**config.mk**
```make
export PLATFORM = sky130hd
export DESIGN_NAME = keypad_scanner
export DESIGN_NICKNAME = d
export VERILOG_FILES = /design/src/rtl/keypad_scanner.sv
export SDC_FILE = /design/constraint.sdc
export NUM_CORES = 1
export LEC_CHECK = 0
export CORE_ASPECT_RATIO = 1.1
export CORE_MARGIN = 3
export CORE_UTILIZATION = 50
export CTS_CLUSTER_DIAMETER = 40
export CTS_CLUSTER_SIZE = 25
export DETAILED_ROUTE_END_ITERATION = 16
export GPL_ROUTABILITY_DRIVEN = 0
export PLACE_DENSITY = 0.72
export SLEW_MARGIN = 40
export SYNTH_ARGS = -nofsm -noshare
export SYNTH_HDL_FRONTEND = slang
export SYNTH_SLANG_ARGS = --single-unit
export TNS_END_PERCENT = 30
```
**constraint.sdc**
```tcl
create_clock -name clock -period 2.7 [get_ports clock]
set_input_delay 0.54 -clock clock [delete_from_list [all_inputs] [get_ports clock]]
set_output_delay 0.54 -clock clock [all_outputs]
set_load 0.01 [all_outputs]
```
**src/rtl/keypad_scanner.sv**
```systemverilog
// keypad_scanner: scans a 4x4 active-low keypad and emits one debounced pulse with a key code per press
module keypad_scanner #(
  parameter int SCAN_CYCLES = 4,
  parameter int DEBOUNCE_CYCLES = 4
) (
  input  logic       clock,
  input  logic       reset,
  input  logic [3:0] columns,
  output logic [3:0] rows,
  output logic [3:0] keyboard_bus,
  output logic       key_pressed
);
  localparam int SW = $clog2(SCAN_CYCLES + 1);
  localparam int DW = $clog2(DEBOUNCE_CYCLES + 1);
  localparam logic [1:0] SCAN = 2'd0, DEBOUNCE = 2'd1, HOLD = 2'd2, RELEASE = 2'd3;
  localparam logic [SW-1:0] S_LAST = SW'(SCAN_CYCLES - 1);
  localparam logic [DW-1:0] D_LAST = DW'(DEBOUNCE_CYCLES - 1);
  logic [3:0] r_sync1, r_sync2, r_rows, r_code, r_bus;
  logic [1:0] r_state, r_row;
  logic [SW-1:0] r_settle;
  logic [DW-1:0] r_deb;
  logic r_pulse;
  logic w_hit, w_match;
  logic [1:0] w_col, w_row_next;
  assign w_hit = r_sync2 != 4'hf;
  assign w_col = !r_sync2[0] ? 2'd0 : !r_sync2[1] ? 2'd1 : !r_sync2[2] ? 2'd2 : 2'd3;
  assign w_match = w_hit && w_col == r_code[1:0];
  assign w_row_next = r_row + 2'd1;
  assign rows = r_rows;
  assign keyboard_bus = r_bus;
  assign key_pressed = r_pulse;
  always_ff @(posedge clock) begin
    if (!reset) begin
      r_sync1 <= 4'hf;
      r_sync2 <= 4'hf;
      r_state <= SCAN;
      r_row <= '0;
      r_rows <= 4'b1110;
      r_settle <= '0;
      r_deb <= '0;
      r_code <= '0;
      r_bus <= '0;
      r_pulse <= 1'b0;
    end else begin
      r_sync1 <= columns;
      r_sync2 <= r_sync1;
      r_pulse <= 1'b0;
      case (r_state)
        SCAN:
          if (r_settle != S_LAST) r_settle <= r_settle + 1'b1;
          else if (w_hit) begin
            r_code <= {r_row, w_col};
            r_deb <= '0;
            r_state <= DEBOUNCE;
          end else begin
            r_row <= w_row_next;
            r_rows <= ~(4'b1 << w_row_next);
            r_settle <= '0;
          end
        DEBOUNCE:
          if (!w_match) begin
            r_settle <= '0;
            r_state <= SCAN;
          end else begin
            r_deb <= r_deb + 1'b1;
            if (r_deb == D_LAST) begin
              r_bus <= r_code;
              r_pulse <= 1'b1;
              r_state <= HOLD;
            end
          end
        HOLD:
          if (!w_hit) begin
            r_deb <= '0;
            r_state <= RELEASE;
          end
        RELEASE:
          if (w_hit) r_state <= HOLD;
          else if (r_deb == D_LAST) begin
            r_row <= w_row_next;
            r_rows <= ~(4'b1 << w_row_next);
            r_settle <= '0;
            r_state <= SCAN;
          end else r_deb <= r_deb + 1'b1;
        default: r_state <= SCAN;
      endcase
    end
  end
endmodule

```
======== Word-level counts from Yosys, hierarchy flattened ========
Index checks and enable logic that the tools add are counted.
operators by class
  add/subtract/negate cells ............... 3
  equality and inequality tests ........... 19
  shift operators ......................... 1
  mux-type cells .......................... 34
  bitwise operators ....................... 2
  reduce and logical (&&, ||, !) cells .... 11
operators with widths
  operator                                               count
  two-way mux 3 bit                                      10
  two-way mux 2 bit                                      13
  inequality test 2 bit, second input constant           9
  two-way mux 4 bit                                      4
  AND reduction 5 bit                                    3
  one-hot mux 3 bit (4 select lines)                     1
  inequality test 3 bit, second input constant           3
  one-hot mux 3 bit (3 select lines)                     1
  AND reduction 3 bit                                    3
  one-hot mux 2 bit (4 select lines)                     1
  one-hot mux 4 bit (2 select lines)                     1
  adder 3 x 1 -> 3 bit, second input constant            2
  AND reduction 6 bit                                    1
  == test 2 bit, second input constant                   2
  inequality test 4 bit, second input constant           1
  inverter 4 bit                                         1
  one-hot mux 2 bit (2 select lines)                     1
  left shift 1 x 2 -> 4 bit, first input constant        1
  == test 3 x 2 -> 1 bit, second input constant          1
  inequality test 3 x 2 -> 1 bit, second input constant  1
  nonzero test 3 bit                                     1
  adder 2 x 1 -> 2 bit, second input constant            1
  == test 2 x 1 -> 1 bit, second input constant          1
  == test 2 bit                                          1
  other kinds (5)                                        6
storage, ports and cells
  register bits after elaboration ......... 31
  input port bits ......................... 6
  output and inout port bits .............. 9

======== Longest topological paths before layout ========
Gate-level depths: netlist of run 1.
  depth in word-level cells ............... 7
  depth in mapped cells ................... 7
  depth with buffers taken out ............ 6

======== Least setup slack after synthesis of run 1 ========
No wires, ideal clock.
  kind .................................... register to register
  from .................................... register r_settle[0]
  to ...................................... register r_rows[0], in the netlist rows[0]
  data arrival time ....................... 1,615 ps
  setup slack ............................. 971 ps
  cell stages (with the launch flop) ...... 7
  path buffers ............................ 1
  period minus slack after synthesis ...... 1,729 ps
  path through ............................ dfxtp_1 > ha_1 > or4b_4 > a21o_1 > buf_6 > and2_4 > o21a_1
on the way
  word-level cells in the longest chain between the ends .. 3
ends and longest elaborated chain
  item                             RTL line  text
  start: declaration               20        logic [SW-1:0] r_settle;
  start signal: assignment         50        if (r_settle != S_LAST) r_settle <= r_settle + 1'b1;
  inequality test 3 x 2 -> 1 bit   50
  inequality test 2 bit (no line)  --
  AND reduction 5 bit (no line)    --
  end signal: assignment           57        r_rows <= ~(4'b1 << w_row_next);
  end signal: assignment           81        r_rows <= ~(4'b1 << w_row_next);
  end: declaration                 18        logic [3:0] r_sync1, r_sync2, r_rows, r_code, r_bus;
No other way between the ends.
A chain may end at the register's enable or synchronous reset.

======== Worst setup path in the final report of run 1 ========
Ends and elaborated chain as after synthesis.

==> run_results.csv, run 1 <==
group,metric,value,unit
floorplanning,die-area,3570,um2
grt,grtUsageTotal,16.7,%
floorplanning,start_util,55.2,%
grt,gr-total-overflow,0,
yosys,ys.flop_type,"dfxtp_1",
worst_hold_path,hold_class,"register to register",
cts,clock_sinks,31,
yosys,synth_commonest_cells,"dfxtp_1, nand2_1, nand2b_1",
timing,relSlewSlack,63.5,%
timing,post-route-period-util,69.7,%
cts,insertion_delay,330,ps
floorplanning,die_x,57.2,um
floorplanning,die-height,62.3,um
timing,setup_viol_count_final,0,
critical_path,worstSetupEndpointType,"register",
place,detailed_place_hpwl,2.00,mm
timing,clock.fmax,532,MHz
final_layout,fillers,238,
cts,cts_tree,"built",
floorplanning,core_area,2620,um2
pwr,powerDensity,531,nW/um2
grt,antenna_found_initial,0,
cts,postCtsHoldBufs,0,
final_layout,insertedDiodeCount,0,
place,place_area,1590,um2
route,remaining_drc_errors,0,
route,wl,2.64,mm
yosys,syn_nets,169,
yosys,ys_ff_latch,31,
route,dr.pass1.iters,4,
cts,clock-root-buffer,"clkbuf_4",
route,drt_iter0_drc,34,
route,viasPerCell,5.54,
yosys,yosysTopAreaCell,"dfxtp_1",
floorplanning,pin_count,15,
grt,first_global_vias,1107,
route,drt-wirelength-per-cell,13.1,um
final_layout,area_delta_synth_final,15.2,%
route,ant_nets,0,
yosys,syn-instance-count,156,
cts,numCtsBuffers,5,
yosys,synth.distinct_cells,42,
cts,cts.clk_slew.worst_paths,90,ps
timing,hold_viol,0,
cts,postCtsSetupBuffers,0,
timing,fin_crit,1880,ps
cts,h-tree-depth,2,
yosys,synth_top_area_share,43.0,%
grt,grt_pass1_wl,4.63,mm
timing,finalSetupTns,0,ps
timing,drv_slew,0,
final_layout,postLayoutCoreUtil,63.5,%
final_layout,num-nets-final,183,
timing,clock_skew,10.9,ps
run,cap_violations,0,
yosys,synth_area_leaders,"dfxtp_1, ha_1, nand2_1",
timing,rsz0062_at_grt,"false",
place,dp_cells,194,
critical_path,crit_type,"register to register",
pwr,p_leak,0.000648,uW
timing,tightest_slew,539,ps
grt,grt_max_degree,21,
yosys,yosysWarnings,0,
yosys,synth_edf_count,0,
critical_path,cp.arrival,2110,ps
yosys,async_reset_ff_share,0,%
final_layout,stdcell_count,202,
pwr,vdd_drop_max,0.322,mV
critical_path,cp_max_fo,10,
yosys,yosysSeqAreaShare,43.0,%
cts,cts_resized,0,
yosys,syn-cell-area,1440,um2
final_layout,drive_gt1_share,9.36,%
critical_path,critical_path.startpoint_type,"register",
cts,clockBufferDepth,2,
final_layout,final_cell_area,1660,um2
floorplanning,floorplan.rows,19,
yosys,synth.avg_cell_area,9.25,um2
route,routed-via-count,1120,
place,portBuffers,14,
status,status,"finished clean",
critical_path,required,2930,ps
yosys,synth_most_common_cell,"dfxtp_1",
## area by class of cell
class	count	area [um2]	area share, %
tap	31	38.8	2.33
timing repair buffer	16	155	9.34
inverter	6	22.5	1.36
sequential	31	621	37.3
clock buffer	8	68.8	4.14
multi-input combinational	110	756	45.5
## worst max-delay path, cell delays in order, from the launching register on
cell and delay, ps:
dfxtp_1 370, ha_1 230, or4b_4 500, a21o_1 310
and2_4 200, o21a_1 160
## worst paths after layout
check	start	end	slack, ps	depth (start not counted)
max	r_settle[0]$_SDFFE_PN0P_	rows[0]$_SDFFE_PN0P_	820	5
min	r_sync1[2]$_SDFF_PN1_	r_sync2[2]$_SDFF_PN1_	410	1
max reg2reg	r_settle[0]$_SDFFE_PN0P_	rows[0]$_SDFFE_PN0P_	820	5
min reg2reg	r_sync1[2]$_SDFF_PN1_	r_sync2[2]$_SDFF_PN1_	410	1
## cell families after synthesis
group,share of synthesized area [%]
compound gates,14.5
xor+xnor,0.607
fa+ha+maj,6.07
buf+inv,4.60
flops,43.0
mux,5.55
simple gates,25.7
## state kept, by name, indices dropped and copies added, names as in the netlist
name,cells
key_pressed,1
keyboard_bus,4
r_code,4
r_deb,3
r_row,2
r_settle,3
r_state,2
r_sync1,4
r_sync2,4
rows,4
## per-layer routing
| layer | share of wire [%] | wire length [um] | vias to the layer above | global-route usage [%] |
|---|---|---|---|---|
| li1 | - | - | 572 | - |
| met1 | 42 | 1100 | 513 | 18.0 |
| met2 | 51 | 1350 | 28 | 29.3 |
| met3 | 4.8 | 128 | 7 | 4.35 |
| met4 | 2.3 | 60 | 0 | 8.70 |
| met5 | 0 | 0 | - | 0 |
## report_power, final
group          switching [uW]  total [uW]  internal, uW
registers                15.6         491           475
clock network             147         300           153
logic                    45.0        91.7          46.7
## cell usage in the layout (no fill, tap or decap), types with 3 or more instances in the layout
master	synthesis	routed
a21oi_1	6	6
nand3_1	4	4
nor2_1	4	4
nand2b_1	9	9
nand2_1	23	23
nor3_1	4	4
o21ai_0	3	3
ha_1	7	7
nor2b_1	4	4
clkdlybuf4s50_1	0	14
dfxtp_1	31	31
and2_1	3	3
nor3b_1	3	3
clkbuf_4	0	5
inv_1	6	6
mux2i_1	8	8
o211ai_1	3	3
## through the flow
stage	hold WS (ps)	total power [uW]	setup WS (ps)
after floorplan	386	565	971
after global placement	390	589	881
after detailed placement	392	593	833
after CTS	413	894	815
after global routing	440	931	645
final	411	882	819
(Power assumes the default switching activity.)
==> run 2, diff against run 1 <==
--- a/config.mk
+++ b/config.mk
@@ -7,12 +7,12 @@
 export LEC_CHECK = 0
 export CORE_ASPECT_RATIO = 1.1
 export CORE_MARGIN = 3
-export CORE_UTILIZATION = 50
+export CORE_UTILIZATION = 49
 export CTS_CLUSTER_DIAMETER = 40
 export CTS_CLUSTER_SIZE = 25
 export DETAILED_ROUTE_END_ITERATION = 16
 export GPL_ROUTABILITY_DRIVEN = 0
-export PLACE_DENSITY = 0.72
+export PLACE_DENSITY = 0.73
 export SLEW_MARGIN = 40
 export SYNTH_ARGS = -nofsm -noshare
 export SYNTH_HDL_FRONTEND = slang
==> constraint.sdc (replaced) <==
create_clock -name clock -period 1.7 [get_ports clock]
set_input_delay 0.34 -clock clock [delete_from_list [all_inputs] [get_ports clock]]
set_output_delay 0.34 -clock clock [all_outputs]
set_load 0.01 [all_outputs]
==> run_results.csv, run 2 (synthesis results as in run 1) <==
group,metric,value,unit
status,status,"finished clean",
pwr,p_sw_share,26.3,%
critical_path,worstSetupEndpointType,"register",
timing,tightest_slew,349,ps
pwr,totalPowerFinal,1370,uW
timing,relSlewSlack,76.7,%
final_layout,num-nets-final,192,
place,place_ws,38.4,ps
cts,clock_sinks,31,
grt,first_global_vias,1040,
cts,cts_tree,"built",
critical_path,reg2reg_from,"r_settle[0]$_SDFFE_PN0P_",
route,remaining_drc_errors,0,
place,detailed_place_hpwl,1.96,mm
critical_path,regToRegSetupSlack,100,ps
place,portBuffers,14,
pwr,seqPwrFrac,56.9,%
route,wl,2.69,mm
pwr,p_leak,0.000695,uW
floorplanning,die-height,62.9,um
timing,post-route-period-util,94.2,%
worst_hold_path,hold_class,"register to register",
timing,drv_slew,0,
final_layout,drive_gt1_share,18.3,%
cts,clockBufferDepth,2,
cts,insertion_delay,330,ps
worst_hold_path,hp-start,"r_sync1[1]$_SDFF_PN1_",
timing,setup_slack,98.9,ps
final_layout,insertedDiodeCount,0,
critical_path,cp_max_fo,6,
cts,clock-root-buffer,"clkbuf_4",
cts,postCtsHoldBufs,0,
floorplanning,die_x,57.7,um
route,drt-wirelength-per-cell,12.6,um
run,cap_violations,0,
pwr,powerDensity,778,nW/um2
route,dr.pass1.iters,4,
critical_path,r2r_cells,6,
floorplanning,die-area,3630,um2
timing,timing.hold.ws,415,ps
floorplanning,floorplan.rows,20,
route,viasPerCell,5.38,
cts,cts.clk_slew.worst_paths,100,ps
pwr,clkPwrFrac,30.2,%
floorplanning,core_area,2780,um2
place,dp_cells,205,
route,routed-via-count,1146,
route,ant_nets,0,
grt,grt_pass1_wl,4.53,mm
cts,h-tree-depth,2,
pwr,vdd_drop_max,0.728,mV
pwr,comb_power_share,12.9,%
timing,fin_crit,1600,ps
grt,antenna_found_initial,0,
final_layout,layout_commonest_cell,"dfxtp_1",
timing,clock.fmax,625,MHz
timing,clock_skew,5.71,ps
final_layout,area_delta_synth_final,22.5,%
floorplanning,start_util,51.9,%
timing,setup_viol_count_final,0,
worst_hold_path,worstHoldPathCells,1,
final_layout,fillers,238,
grt,grt_max_degree,22,
floorplanning,pin_count,15,
critical_path,reg2reg_to,"rows[2]$_SDFFE_PN1P_",
final_layout,final_cell_mix,"dfxtp_1, nand2_1, clkdlybuf4s50_1, buf_4, nand2b_1",
pwr,p_sw,362,uW
critical_path,required,1920,ps
pwr,p_int,1010,uW
route,drt_iter0_drc,22,
final_layout,final_cell_area,1770,um2
grt,gr-total-overflow,0,
critical_path,crit_type,"register to register",
worst_hold_path,hold_end,"r_sync2[1]$_SDFF_PN1_",
timing,hold_viol,0,
critical_path,critical_path.startpoint_type,"register",
cts,numCtsBuffers,5,
final_layout,stdcell_count,213,
place,place_area,1670,um2
grt,grtUsageTotal,16.2,%
critical_path,cp.arrival,1820,ps
run 2: what timing repair did:
item | in CTS | in global routing
setup buffers | 0 | 0
endpoints found under the setup margin | 0 | 11
resized for setup | 0 | 9
run 2: worst max path at each step:
stage | start | end | cells after the start
floorplan | r_settle[1]$_SDFFE_PN0P_ | rows[0]$_SDFFE_PN0P_ | 6
global placement | r_settle[1]$_SDFFE_PN0P_ | rows[0]$_SDFFE_PN0P_ | 5
detailed placement | r_settle[0]$_SDFFE_PN0P_ | r_deb[2]$_SDFFE_PN0P_ | 6
CTS | r_settle[1]$_SDFFE_PN0P_ | r_deb[2]$_SDFFE_PN0P_ | 6
global route | r_code[1]$_SDFFE_PN0P_ | keyboard_bus[3]$_SDFFE_PN0P_ | 4
finish | r_settle[0]$_SDFFE_PN0P_ | rows[2]$_SDFFE_PN1P_ | 6
run 2: metrics by stage:
step                setup TNS, ps  utilization [%]
global placement                0             60.0
finish                          0             63.6
floorplan                       0                -
CTS                             0             61.9
detailed placement              0             60.0
global route                -1.80             63.6
run 2: metal layers:
layer | global-route usage [%] | routed length [um] | share of wire (%) | up-vias
met4 | 6.09 | 49 | 1.8 | 0
met1 | 20.2 | 1280 | 47 | 521
met3 | 6.82 | 140 | 5.2 | 6
li1 | - | - | - | 591
met5 | 0 | 0 | 0 | -
met2 | 24.4 | 1230 | 46 | 28
run 2: final cells by class:
class                   instances  area, um2  area share (%)
clock buffers                   6       41.3            2.34
clock inverters                 2       12.5           0.708
inverters                       6       22.5            1.27
multi-input cells             110        802            45.4
flip-flops and latches         31        624            35.3
well taps                      33       41.3            2.34
repair buffers                 25        223            12.6
run 2: worst max-delay path, cell delays in order (launching register included):
cell and delay (ps):
dfxtp_2 370, ha_4 130, or4b_4 460, a21o_4 240
buf_4 150, nand2_1 60, o211ai_1 80
run 2: power groups by stage:
stage	Combinational (uW)	Sequential (uW)	Clock, uW
final	177	782	416
after global routing	200	788	471
after CTS	170	776	433
after detailed placement	169	793	0
after global placement	164	791	0
after floorplan	109	790	0
==> run 3, diff against run 2 <==
--- a/config.mk
+++ b/config.mk
@@ -8,7 +8,7 @@
 export CORE_ASPECT_RATIO = 1.1
 export CORE_MARGIN = 3
 export CORE_UTILIZATION = 49
-export CTS_CLUSTER_DIAMETER = 40
+export CTS_CLUSTER_DIAMETER = 100
 export CTS_CLUSTER_SIZE = 25
 export DETAILED_ROUTE_END_ITERATION = 16
 export GPL_ROUTABILITY_DRIVEN = 0
==> results of run 3 <==
Final layout, timing and power as in run 2 (identical DEF).
